--- src/rtl/fetch_unit.sv ---
// Instruction fetch front end: issues word-aligned fetch requests under a
// credit limit, tracks the addresses of outstanding requests, buffers the
// returning instruction words and presents the buffer head to IF/ID.
// Taken branches discard both the buffer and any responses still in flight.
module fetch_unit #(
    parameter logic [31:0] RESET_PC = 32'h0000_0000,
    parameter int          DEPTH    = 2
) (
    input  logic        clk,
    input  logic        reset,
    output logic        imem_req_valid,
    output logic [31:0] imem_req_addr,
    input  logic        imem_req_ready,
    input  logic        imem_rsp_valid,
    input  logic [31:0] imem_rsp_data,
    input  logic        stall,
    input  logic        redirect,
    input  logic [31:0] redirect_pc,
    output logic [31:0] if_instr,
    output logic [31:0] if_pc4,
    output logic        if_valid
);

    localparam int PW = $clog2(DEPTH);
    localparam int CW = PW + 1;

    localparam logic [CW-1:0] DEPTH_C = DEPTH[CW-1:0];
    localparam logic [CW:0]   DEPTH_W = DEPTH[CW:0];
    localparam logic [CW-1:0] C_ONE   = 1;
    localparam logic [PW-1:0] P_ONE   = 1;

    // Control state
    logic [31:0]   r_fetch_pc;
    logic [CW-1:0] r_outstanding;
    logic [CW-1:0] r_drop_cnt;
    logic [CW-1:0] r_buf_cnt;
    logic [PW-1:0] r_af_wr, r_af_rd;
    logic [PW-1:0] r_bf_wr, r_bf_rd;

    // Storage: address FIFO and fetch buffer
    logic [31:0]   r_af_mem   [DEPTH];
    logic [31:0]   r_bf_instr [DEPTH];
    logic [31:0]   r_bf_pc4   [DEPTH];

    logic [CW:0]   w_credit_used;
    logic          w_req_fire;
    logic          w_rsp;
    logic          w_rsp_drop;
    logic          w_rsp_live;
    logic          w_buf_push;
    logic          w_buf_pop;
    logic          w_buf_nonempty;
    logic [31:0]   w_redirect_pc;
    logic [CW-1:0] w_rsp_dec;

    // Buffered entries count against the credit as well, so a stalled
    // consumer can never cause the buffer to overflow.
    assign w_credit_used  = {1'b0, r_outstanding} + {1'b0, r_buf_cnt};
    assign imem_req_valid = !reset && !redirect && (w_credit_used < DEPTH_W);
    assign imem_req_addr  = r_fetch_pc;
    assign w_req_fire     = imem_req_valid && imem_req_ready;

    // A beat with nothing outstanding cannot be ours; ignoring it keeps the
    // counters from underflowing.
    assign w_rsp          = imem_rsp_valid && !reset && (r_outstanding != '0);
    assign w_rsp_drop     = w_rsp && (r_drop_cnt != '0);
    assign w_rsp_live     = w_rsp && (r_drop_cnt == '0);
    assign w_rsp_dec      = w_rsp ? C_ONE : '0;

    assign w_buf_nonempty = (r_buf_cnt != '0);
    assign w_buf_push     = w_rsp_live && !redirect;
    assign w_buf_pop      = w_buf_nonempty && !stall && !redirect;

    assign w_redirect_pc  = redirect_pc & 32'hFFFF_FFFC;

    // Buffer head is shown combinationally; an empty buffer reads as a NOP
    // so IF/ID latches a bubble.
    assign if_valid = w_buf_nonempty;
    assign if_instr = w_buf_nonempty ? r_bf_instr[r_bf_rd] : '0;
    assign if_pc4   = w_buf_nonempty ? r_bf_pc4[r_bf_rd]   : '0;

    // Fetch PC, credit counters and FIFO pointers; redirect overrides all.
    always_ff @(posedge clk or posedge reset) begin
        if (reset) begin
            r_fetch_pc    <= RESET_PC;
            r_outstanding <= '0;
            r_drop_cnt    <= '0;
            r_buf_cnt     <= '0;
            r_af_wr       <= '0;
            r_af_rd       <= '0;
            r_bf_wr       <= '0;
            r_bf_rd       <= '0;
        end else begin
            // No request issues in a redirect cycle, so only the response
            // can change the outstanding count there.
            case ({w_req_fire, w_rsp})
                2'b10:   r_outstanding <= r_outstanding + C_ONE;
                2'b01:   r_outstanding <= r_outstanding - C_ONE;
                default: r_outstanding <= r_outstanding;
            endcase

            if (redirect) begin
                // Everything still in flight after this cycle is stale.
                r_fetch_pc <= w_redirect_pc;
                r_drop_cnt <= r_outstanding - w_rsp_dec;
                r_buf_cnt  <= '0;
                r_af_wr    <= '0;
                r_af_rd    <= '0;
                r_bf_wr    <= '0;
                r_bf_rd    <= '0;
            end else begin
                if (w_req_fire) begin
                    r_fetch_pc <= r_fetch_pc + 32'd4;
                    r_af_wr    <= r_af_wr + P_ONE;
                end
                if (w_rsp_drop)
                    r_drop_cnt <= r_drop_cnt - C_ONE;
                if (w_rsp_live)
                    r_af_rd <= r_af_rd + P_ONE;
                if (w_buf_push)
                    r_bf_wr <= r_bf_wr + P_ONE;
                if (w_buf_pop)
                    r_bf_rd <= r_bf_rd + P_ONE;
                case ({w_buf_push, w_buf_pop})
                    2'b10:   r_buf_cnt <= r_buf_cnt + C_ONE;
                    2'b01:   r_buf_cnt <= r_buf_cnt - C_ONE;
                    default: r_buf_cnt <= r_buf_cnt;
                endcase
            end
        end
    end

    // Data storage needs no reset; occupancy is tracked by the counters.
    always_ff @(posedge clk) begin
        if (w_req_fire)
            r_af_mem[r_af_wr] <= r_fetch_pc;
        if (w_buf_push) begin
            r_bf_instr[r_bf_wr] <= imem_rsp_data;
            r_bf_pc4[r_bf_wr]   <= r_af_mem[r_af_rd] + 32'd4;
        end
    end

    a_no_buf_overflow: assert property (@(posedge clk) disable iff (reset)
        !(w_buf_push && !w_buf_pop && (r_buf_cnt == DEPTH_C)));

    a_cnt_bounds: assert property (@(posedge clk) disable iff (reset)
        (r_outstanding <= DEPTH_C) && (r_drop_cnt <= r_outstanding) && (r_buf_cnt <= DEPTH_C));

endmodule

--- config.mk ---
export PLATFORM = sky130hd
export DESIGN_NAME = fetch_unit
export DESIGN_NICKNAME = d
export VERILOG_FILES = /design/src/rtl/fetch_unit.sv
export SDC_FILE = /design/constraint.sdc
export NUM_CORES = 1
export LEC_CHECK = 0
export ABC_AREA = 1
export CELL_PAD_IN_SITES_DETAIL_PLACEMENT = 1
export CELL_PAD_IN_SITES_GLOBAL_PLACEMENT = 2
export CORE_MARGIN = 1
export CORE_UTILIZATION = 36
export DETAILED_ROUTE_END_ITERATION = 10
export HOLD_SLACK_MARGIN = 0.03
export PLACE_DENSITY_LB_ADDON = 0.1
export SLEW_MARGIN = 20
export SYNTH_ARGS = -nofsm -noshare
export SYNTH_HDL_FRONTEND = slang
export SYNTH_SLANG_ARGS = --single-unit
--- constraint.sdc ---
create_clock -name clk -period 8.9 [get_ports clk]
set_input_delay 2.225 -clock clk [delete_from_list [all_inputs] [get_ports clk]]
set_output_delay 2.225 -clock clk [all_outputs]
set_load 0.01 [all_outputs]
## Word level (Yosys, flattened, before mapping)

Memory sizes are Yosys's and may differ from the RTL's.
Index checks and enable logic that the tools add are counted.

- Register bits after elaboration: 42
- Bits of input ports: 70
- Memories kept: 3
- ROM bits: 0
- Bits in latches: 0
- RAM bits: 192
- Word-level logic and storage cells: 75

Memories:

| memory | words | width | rd ports | clocked after Yosys merged registers in | write ports | line | RTL |
|---|---|---|---|---|---|---|---|
| r_af_mem | 2 | 32 | 1 | 0 | 1 | 41 | `logic [31:0] r_af_mem [DEPTH];` |
| r_bf_instr | 2 | 32 | 1 | 0 | 1 | 42 | `logic [31:0] r_bf_instr [DEPTH];` |
| r_bf_pc4 | 2 | 32 | 1 | 0 | 1 | 43 | `logic [31:0] r_bf_pc4 [DEPTH];` |

- Shift operators: 0
- Order comparisons: 1
- Bitwise operators: 0
- Multipliers: 0
- Multiplexer cells: 22
- Divide/modulo/power cells: 0
- $add $sub $neg: 13
- Equal/unequal tests: 4
- Reduce and logical (&&, ||, !) cells: 24

Operator list:

| kind | count |
|---|---|
| 2-to-1 mux 32 bit | 4 |
| adder 32 x 3 -> 32 bit, second input constant | 2 |
| nonzero test 2 bit | 9 |
| 2-to-1 mux 1 bit | 13 |
| logical AND 1 bit | 10 |
| case mux 2 bit (2 select lines) | 2 |
| 2-to-1 mux 2 bit | 3 |
| subtractor 2 x 1 -> 2 bit, second input constant | 3 |
| adder 1 bit, second input constant | 4 |
| adder 2 x 1 -> 2 bit, second input constant | 2 |
| equality test 2 x 1 -> 1 bit, second input constant | 2 |
| equality test 2 bit, second input constant | 2 |
| adder 2 x 2 -> 3 bit | 1 |
| zero test 1 bit | 3 |
| less-than comparator 3 x 2 -> 1 bit, second input constant | 1 |
| nonzero test 3 bit | 1 |
| zero test 2 bit | 1 |
| subtractor 2 x 1 -> 2 bit | 1 |

## Depth between registers and ports, before layout

Gate-level depths: netlist (run 1).

- Depth in word-level cells: 8
- Mapped depth: 12
- Depth with buffers taken out: 11

## Worst setup path after synthesis (run 1)

Ideal clock, no wire load.

- Path type: input to register
- From: input reset
- To: memory r_bf_instr[1][0], enable pin
- Stages on the path: 3
- Data required time: 8.342 ns
- Library setup time: 0.558 ns
- Arrival: 7.733 ns
- Slack: 0.609 ns
- Cells stage by stage: inv_1 nand4_1 nor3_1

- Longest elaborated chain between the ends: 7

RTL lines:

| element | line | RTL |
|---|---|---|
| start: declaration | 10 | `input logic reset,` |
| zero test 1 bit (no source line) | n/a |  |
| logical AND 1 bit (2 in series) | 65 | `assign w_rsp = imem_rsp_valid && !reset && (r_outstanding != '0);` |
| logical AND 1 bit | 67 | `assign w_rsp_live = w_rsp && (r_drop_cnt == '0);` |
| logical AND 1 bit | 71 | `assign w_buf_push = w_rsp_live && !redirect;` |
| 2-to-1 mux 1 bit | 137 | `if (w_buf_push) begin` |
| 2-to-1 mux 1 bit (implied by the code) | 138 | `r_bf_instr[r_bf_wr] <= imem_rsp_data;` |
| end: declaration | 42 |  |

No other way between the ends.

## Final worst setup path (run 1)

- From: input redirect
- To: output imem_req_valid

- Longest elaborated chain between the ends: 3

RTL lines:

| element | line | RTL |
|---|---|---|
| start: declaration | 17 | `input logic redirect,` |
| zero test 1 bit | 59 | `assign imem_req_valid = !reset && !redirect && (w_credit_used < DEPTH_W);` |
| logical AND 1 bit (2 in series) | 59 |  |
| end: declaration | 11 | `output logic imem_req_valid,` |

No other way between the ends.

==> run summary, run 1 <==
The number of top-level pins came out at between 150 and 200. The number of vias per cell came out at 4.77. The proportion of register bits with asynchronous set or reset after synthesis came out at between 10% and 20%. The cell family contributing the most delay on the critical path is buffers and inverters. Clock tree synthesis selected as its root buffer the cell sky130_fd_sc_hd__clkbuf_16.

In the synthesized netlist, the number of instances is 1115. The number of global-route vias before repair came out at 8282. The share of the synthesized area in the top cell type came out at between 50 and 60%. After clock tree synthesis, the setup repair step added 0 buffers.

The total global routing track utilization came out at 18.9%. The post-route fraction of the period consumed by the critical path came out at between 70% and 80%. The TritonCTS buffer count is 26. The cell depth of the worst flop-to-flop path came out at 11. The average footprint of a synthesized cell came out at 9.36 sq um. Global routing finished with a remaining overflow of 0.

The largest individual stage delay along the critical path comes from the cell sky130_fd_sc_hd__clkdlybuf4s50_1. The count of final max-slew check failures is 0. Entering global routing, the biggest net connects 65 pins. The Yosys warning count came out at 0.

The startpoint kind of the worst setup timing path is an input port. Walking the worst path, the cells encountered are clkdlybuf4s50_1, buf_4, inv_1, nand3_1, inv_1, clkdlybuf4s50_1. Sorting the synthesized cells by how often they occur yields sky130_fd_sc_hd__nand2_1 (454), sky130_fd_sc_hd__edfxtp_1 (184), sky130_fd_sc_hd__nor2_1 (97). The initial antenna violation count came out at 0. The total wire length came out at 27200 microns. The number of levels in the clock H-tree came out at 1. The flow ran to the end, and the final reports show no timing, DRC or antenna violations.

The post-synth design cell area is 10400 sq um. Across the run, the number of max-cap violations was 0. The worst path arrival time came out at 4.01 ns. Power spread over the standard cell area amounts to 261 nW/um^2.

The detailed-router iteration count before antenna repair is 4. The headroom to the max-slew limit is 40.5%. The number of nets at the end of the flow came out at 1354. The area growth from synthesis to final layout is 27.5%. The worst path required time came out at roughly 6.7 ns. In the synthesized netlist the dominant register cell turns out to be sky130_fd_sc_hd__edfxtp_1.

The count of endpoints failing setup in the final report is 0. The maximum cell stage delay along the critical path came out at 0.47 ns. After synthesis, the cell types taking the most area are sky130_fd_sc_hd__edfxtp_1 (53%), sky130_fd_sc_hd__nand2_1 (16%), sky130_fd_sc_hd__dfrtp_1 (9.6%). The insertion delay to the later sink of the worst-skew pair is 0.53 ns. Along the worst hold path, the cell count comes to 1. The synthesized netlist contains 32 unique library cells. The clock transition at the registers of the reported paths is 0.06 ns. The path category of the worst min-delay check is reg2reg. For this block, the initial DRC count from the detailed router was 303. The kind of end point of the critical path is an output pin. Hold is met by ~0.56 ns. TritonCTS built the clock tree. The count of endpoints failing hold in the final timing report came out at 0. The routed design could run at a clock period as short as about 6.2 ns. In this run the deepest clock path goes through 3 buffers. The routed length per placed instance is around 16 microns. The floorplan die height is 172 microns.

The post-cts repair resize count came out at 0. The number of diodes is 0. The number of input and output port buffers inserted came out at 161. Setup repair after global routing left no endpoint under its margin. The maximum clock frequency is 160 MHz. The floorplan has 61 rows.

Summed over all instances, the cell type with the most area after synthesis is sky130_fd_sc_hd__edfxtp_1. The portion of the post-synthesis area used by sequential elements came out at 62.5%. The die covers 29700 sq um. Counting buffers and inverters, the worst setup path is 6 cells deep. The standard cell core area came out at 28200 sq um. Summing over every cut layer, the via total after detailed routing is around 8000. The die outline width is 172 microns. The total DRC errors in the routed layout is 0. The transition time at the pin with the least slew margin is 0.892 ns. On the final layout, the worst clock skew is 0.0181 ns. The setup TNS came out at 0 ns. The total of hold buffers inserted after clock tree synthesis is 0.

The synthesized design contains 224 register bits. The critical path in this run is classified as in2out. The number of routed nets with antenna violations came out at 0. The global-route wire length before repair came out at 43500 microns. The total clock sinks came out at 224. Yosys instantiated no cell more often than sky130_fd_sc_hd__nand2_1. The number of synthesized flops with an enable pin came out at 184. The share of cells above drive strength 1 came out at 6.40%.

For this design the static power due to leakage is 5.17 nW. Counting both buffers and inverters, the worst setup path holds a total of 5. The biggest fanout along the worst timing path is 34. The initial utilization of the core area, before any placement, comes to 37.1%. Detailed placement finished with a half-perimeter wire length of around 19000 microns.

The final weighted congestion in routability-driven placement came out at 0.814. Across the VDD grid, the largest voltage drop is 0.000168 V. The number of fill cells came out at 3144.
-- path summary, 6_finish.rpt --
check                                 start           endpoint  slack (ns)
max in group asynchronous             reset            r_af_rd        6.27
hold reg to reg            r_outstanding[0]   r_outstanding[0]        0.56
setup reg to reg               r_buf_cnt[0]  imem_req_addr[15]        5.93
setup / recovery                   redirect     imem_req_valid        2.66
min in group asynchronous             reset      r_drop_cnt[1]        2.19
hold / removal             r_outstanding[0]   r_outstanding[0]        0.56
-- cells in the final DEF (no fill, tap or decap), drive strengths merged, types with 13 or more instances in the layout --
cell type | Yosys | routed
dfrtp | 40 | 40
clkinv | 1 | 13
clkbuf | 24 | 29
nand3 | 50 | 50
edfxtp | 184 | 184
a21oi | 71 | 71
o21ai | 26 | 26
clkdlybuf4s50 | 0 | 161
xor2 | 19 | 19
nand2 | 463 | 463
inv | 82 | 82
nor2 | 107 | 107
-- stage by stage --
stage / area, sq um / power, mW / util [%] / setup slack (ns) / instances
global placement: 12400 / 2.41 / 44.1 / 2.64 / 1628
finish: 13300 / 3.47 / 47.2 / 2.66 / 1675
detailed placement: 12400 / 2.44 / 44.1 / 2.61 / 1628
CTS: 13300 / 3.53 / 47.2 / 2.61 / 1675
global route: 13300 / 3.67 / 47.2 / 2.54 / 1675
floorplan: 10400 / 1.90 / - / 0.609 / 1118
-- worst reg2reg max path: cells and delay by family (launching register included) --
kind,cells,cell delay (ns)
simple gates,6,1.17
buf+inv,3,0.67
flops,1,0.43
fa+ha+maj,1,0.43
compound gates,1,0.14
-- cell families (layout without fill, tap and decap cells) --
logic type,Yosys count,in the layout,share of synthesized area [%]
xor+xnor,24,24,2.01
compound gates,111,111,5.67
other cells,1,4,0.0359
fa+ha+maj,6,6,0.791
buf+inv,121,300,4.90
flops,224,224,62.5
simple gates,628,628,24.0
-- flip-flops by register name (all words and copies together) (netlist names) --
signal / cells
r_drop_cnt: 2
r_outstanding: 2
r_bf_instr: 64
r_bf_wr: 1
r_af_rd: 1
r_bf_pc4: 60
r_bf_rd: 1
r_af_mem: 60
r_af_wr: 1
imem_req_addr: 30
r_buf_cnt: 2
-- routing by layer --
| metal | part of all wire (%) | global-route usage [%] | routed length [microns] | vias up |
|---|---|---|---|---|
| met5 | 0 | 0 | 0 | - |
| met4 | 1.3 | 4.08 | 366 | 0 |
| met3 | 4.3 | 2.72 | 1180 | 30 |
| met2 | 49 | 33.5 | 13400 | 153 |
| met1 | 45 | 24.4 | 12200 | 3837 |
| li1 | - | - | - | 3969 |
-- where the power goes --
part | leakage, nW | internal (mW) | switching (mW)
sequential | 2.15 | 1.26 | 0.0999
clock | 0.430 | 0.660 | 0.414
combinational | 2.59 | 0.445 | 0.590
-- final cells by class --
cell class	count	area (sq um)	share of cell area (%)
clock buffer	29	672	5.05
clock inverter	18	210	1.58
inverter	83	312	2.34
multi-input combinational	773	3430	25.8
sequential	224	6530	49.1
tap	378	473	3.56
timing repair buffer	170	1680	12.6
Power figures use the tool's default switching activity.
==> run 2: changes to the inputs <==
--- a/config.mk
+++ b/config.mk
@@ -9,7 +9,7 @@
 export CELL_PAD_IN_SITES_DETAIL_PLACEMENT = 1
 export CELL_PAD_IN_SITES_GLOBAL_PLACEMENT = 2
 export CORE_MARGIN = 1
-export CORE_UTILIZATION = 36
+export CORE_UTILIZATION = 30
 export DETAILED_ROUTE_END_ITERATION = 10
 export HOLD_SLACK_MARGIN = 0.03
 export PLACE_DENSITY_LB_ADDON = 0.1
==> constraint.sdc (replaced) <==
create_clock -name clk -period 5.7 [get_ports clk]
set_input_delay 1.425 -clock clk [delete_from_list [all_inputs] [get_ports clk]]
set_output_delay 1.425 -clock clk [all_outputs]
set_load 0.01 [all_outputs]
==> run summary, run 2 (synthesis gave the netlist of run 1 again) <==
The flow ran to the end, and the final reports show no timing, DRC or antenna violations. The pin count of the biggest net entering global routing came out at 63 (-3.1%). The share of cells above drive strength 1 is 6.46% (+0.057 points).

The headroom to the max-slew limit is 35.4% (-5.1 points). The total wire length came to 28300 microns (+4.2%). The worst path required time is 4.28 ns (-2.40 ns). The via total after detailed routing is 7935 (-0.68%). The utilization after layout came out at 39.8% (-7.4 points). The global route total overflow came to 0 (unchanged). The area growth from synthesis to final layout is 29.3%. The routed length per placed instance is 16.2 microns (-0.20%). The total of hold buffers inserted after clock tree synthesis is 0 (unchanged). The maximum clock path buffer count came out at 3 (unchanged).

The root buffer selected by CTS is sky130_fd_sc_hd__clkbuf_16. The total DRC errors in the routed layout is 0 (unchanged). The count of final max-slew check failures came out at 0 (unchanged). The count of endpoints failing hold in the final timing report came out at 0 (unchanged). The slowest stage of the critical path is the sky130_fd_sc_hd__clkdlybuf4s50_1 cell. The die outline width came out at 189 microns (+9.4%). The floorplan die height came out at 189 microns (+9.4%).

In the layout the commonest cells are sky130_fd_sc_hd__nand2_1 (454), sky130_fd_sc_hd__edfxtp_1 (184), sky130_fd_sc_hd__clkdlybuf4s50_1 (161). Setup repair after global routing left no endpoint under its margin. The total global routing track utilization came out at 16.1% (-2.8 points). The maximum cell stage delay along the critical path is 0.54 ns (+0.07 ns).

The max-cap violation count came to 0 (unchanged). The number of diodes came out at 0 (unchanged). The critical path class is in2out. The worst setup path is captured at an output pin.

The most common library cell in the layout ignoring fill and taps is sky130_fd_sc_hd__nand2_1. The number of top-level pins is 168 (unchanged). The post-route clock skew came out at 0.0238 ns (+0.00572 ns). In the final layout, the registers with the most flip-flops are r_bf_instr x64, r_af_mem x60, r_bf_pc4 x60.

The worst hold path belongs to the class reg2reg. The TritonCTS buffer count is 26 (unchanged). STA classifies the critical path startpoint as an input port. The number of levels in the clock H-tree came to 1 (unchanged). The initial antenna violation count was 0 (unchanged). The setup fix buffers added after clock tree synthesis came out at 0 (unchanged). Ranked by flip-flop count, first place goes to r_bf_instr.

The worst path uses 76.4% of the clock period. The minimum setup slack in the final design was 1.35 ns (-1.32 ns). The number of global-route vias before repair is 8153 (-1.6%). The post-cts repair resize count came out at 0 (unchanged).

The row count came out at 67 (+9.8%). The global-route wire length before repair was 45000 microns (+3.4%). The worst slack on hold paths came out at 0.558 ns (+0.000654 ns). The standard cell core area is 33900 sq um (+20%). The number of fill cells came out at 3902 (+24%).

The flip-flop count of the largest register, all copies and words added is 64 (unchanged). The leakage power summed over all cells is 5.23 nW (+1.1%). The number of input and output port buffers inserted came out at 161 (unchanged).

The count of routing violations after the opening detailed-route iteration is 318 (+5.0%). The total clock sinks is 224 (unchanged). The worst supply voltage drop on vdd is 0.000202 V (+20%). The insertion delay to the later sink of the worst-skew pair was 0.53 ns (about the same). The number of vias per cell is 4.54 (-4.9%). The maximum clock frequency is 230 MHz. The worst path arrival time is 2.93 ns (-1.08 ns).

The die area is 35500 sq um (+20%). The count of endpoints failing setup in the final report came out at 0 (unchanged). Grouping stages by cell kind, the critical path spends the most delay in buffers and inverters.

The number of routed nets with antenna violations came out at 0 (unchanged). The final weighted congestion in routability-driven placement came to 0.760 (-6.6%). The biggest fanout along the worst timing path came to 13 (-62%). The setup TNS came to 0 ns (unchanged). The total half-perimeter wirelength after legalization and detailed placement is 19700 microns (+4.1%).

The power density of the placed cells came out at 414 nW/um^2 (+59%). The transition time at the pin with the least slew margin was 0.969 ns (+0.0767 ns). The clock transition at the registers of the reported paths came out at 0.06 ns (about the same). TritonCTS built the clock tree.

The number of nets at the end of the flow came to 1357 (+0.22%). The buffers plus inverters on the worst setup path is 4 (-1). The minimum clock period is 4.35 ns.

The critical path goes through clkdlybuf4s50_1, inv_1, nand3_1, inv_1, clkdlybuf4s50_1. The detailed-router iteration count before antenna repair came out at 4 (unchanged). The initial core utilization came to 30.8% (-6.2 points). The pre-CTS setup slack came out at 1.32 ns (-1.30 ns).
run 2: cell types whose count changed in the layout (fill, tap and decap cells not counted), sizes merged:
cell	before	now
inv	82	83
clkinv	13	11
bufinv	4	7
buf	9	12
clkinvlp	2	1
run 2: routing by layer:
metal  global-route usage [%]  wire length [microns]
met1                     22.0                  13500
met2                     27.2                  13500
met3                     1.96                    950
met4                     3.38                    424
met5                        0                      0
run 2: metrics by stage:
| stage | total power [mW] | instance area [sq um] | cells |
|---|---|---|---|
| 5_1_grt | 5.92 | 13500 | 1749 |
| 3_3_place_gp | 3.82 | 12500 | 1701 |
| 6_report | 5.59 | 13500 | 1749 |
| 3_5_place_dp | 3.84 | 12500 | 1701 |
| 4_1_cts | 5.69 | 13500 | 1749 |
| 2_1_floorplan | 2.96 | 10500 | 1118 |
run 2: cell type report:
| type | instances | area (sq um) | area share [%] |
|---|---|---|---|
| Multi-Input combinational cell | 773 | 3430 | 25.4 |
| Inverter | 83 | 312 | 2.31 |
| Clock inverter | 19 | 283 | 2.10 |
| Sequential cell | 224 | 6530 | 48.4 |
| Timing Repair Buffer | 173 | 1710 | 12.7 |
| Tap cell | 448 | 561 | 4.16 |
| Clock buffer | 29 | 662 | 4.91 |
run 2: worst register-to-register path, stage by stage (launching register included):
cell and delay, ns:
sky130_fd_sc_hd__dfrtp_1 0.44, sky130_fd_sc_hd__nand2_1 0.09, sky130_fd_sc_hd__inv_1 0.05, sky130_fd_sc_hd__fa_1 0.44
sky130_fd_sc_hd__nor2_1 0.22, sky130_fd_sc_hd__nand4_2 0.12, sky130_fd_sc_hd__nand2_1 0.57, sky130_fd_sc_hd__inv_1 0.55
sky130_fd_sc_hd__nand2_1 0.17, sky130_fd_sc_hd__nand2_1 0.06, sky130_fd_sc_hd__o21bai_1 0.14
run 2: worst paths after layout:
check,slack (ns),depth (start not counted),end,startpoint
max,1.35,5,imem_req_valid,redirect
min,0.56,2,r_drop_cnt[0],r_drop_cnt[0]
max reg2reg,2.74,10,imem_req_addr[18],r_buf_cnt[0]
min reg2reg,0.56,2,r_drop_cnt[0],r_drop_cnt[0]
max in group asynchronous,3.87,3,r_bf_rd,reset
min in group asynchronous,1.39,3,imem_req_addr[4],reset
run 2: where the power goes:
group / total (mW) / internal [mW] / switching [mW]
combinational: 1.66 / 0.705 / 0.954
clock: 1.82 / 1.15 / 0.666
sequential: 2.11 / 1.96 / 0.147
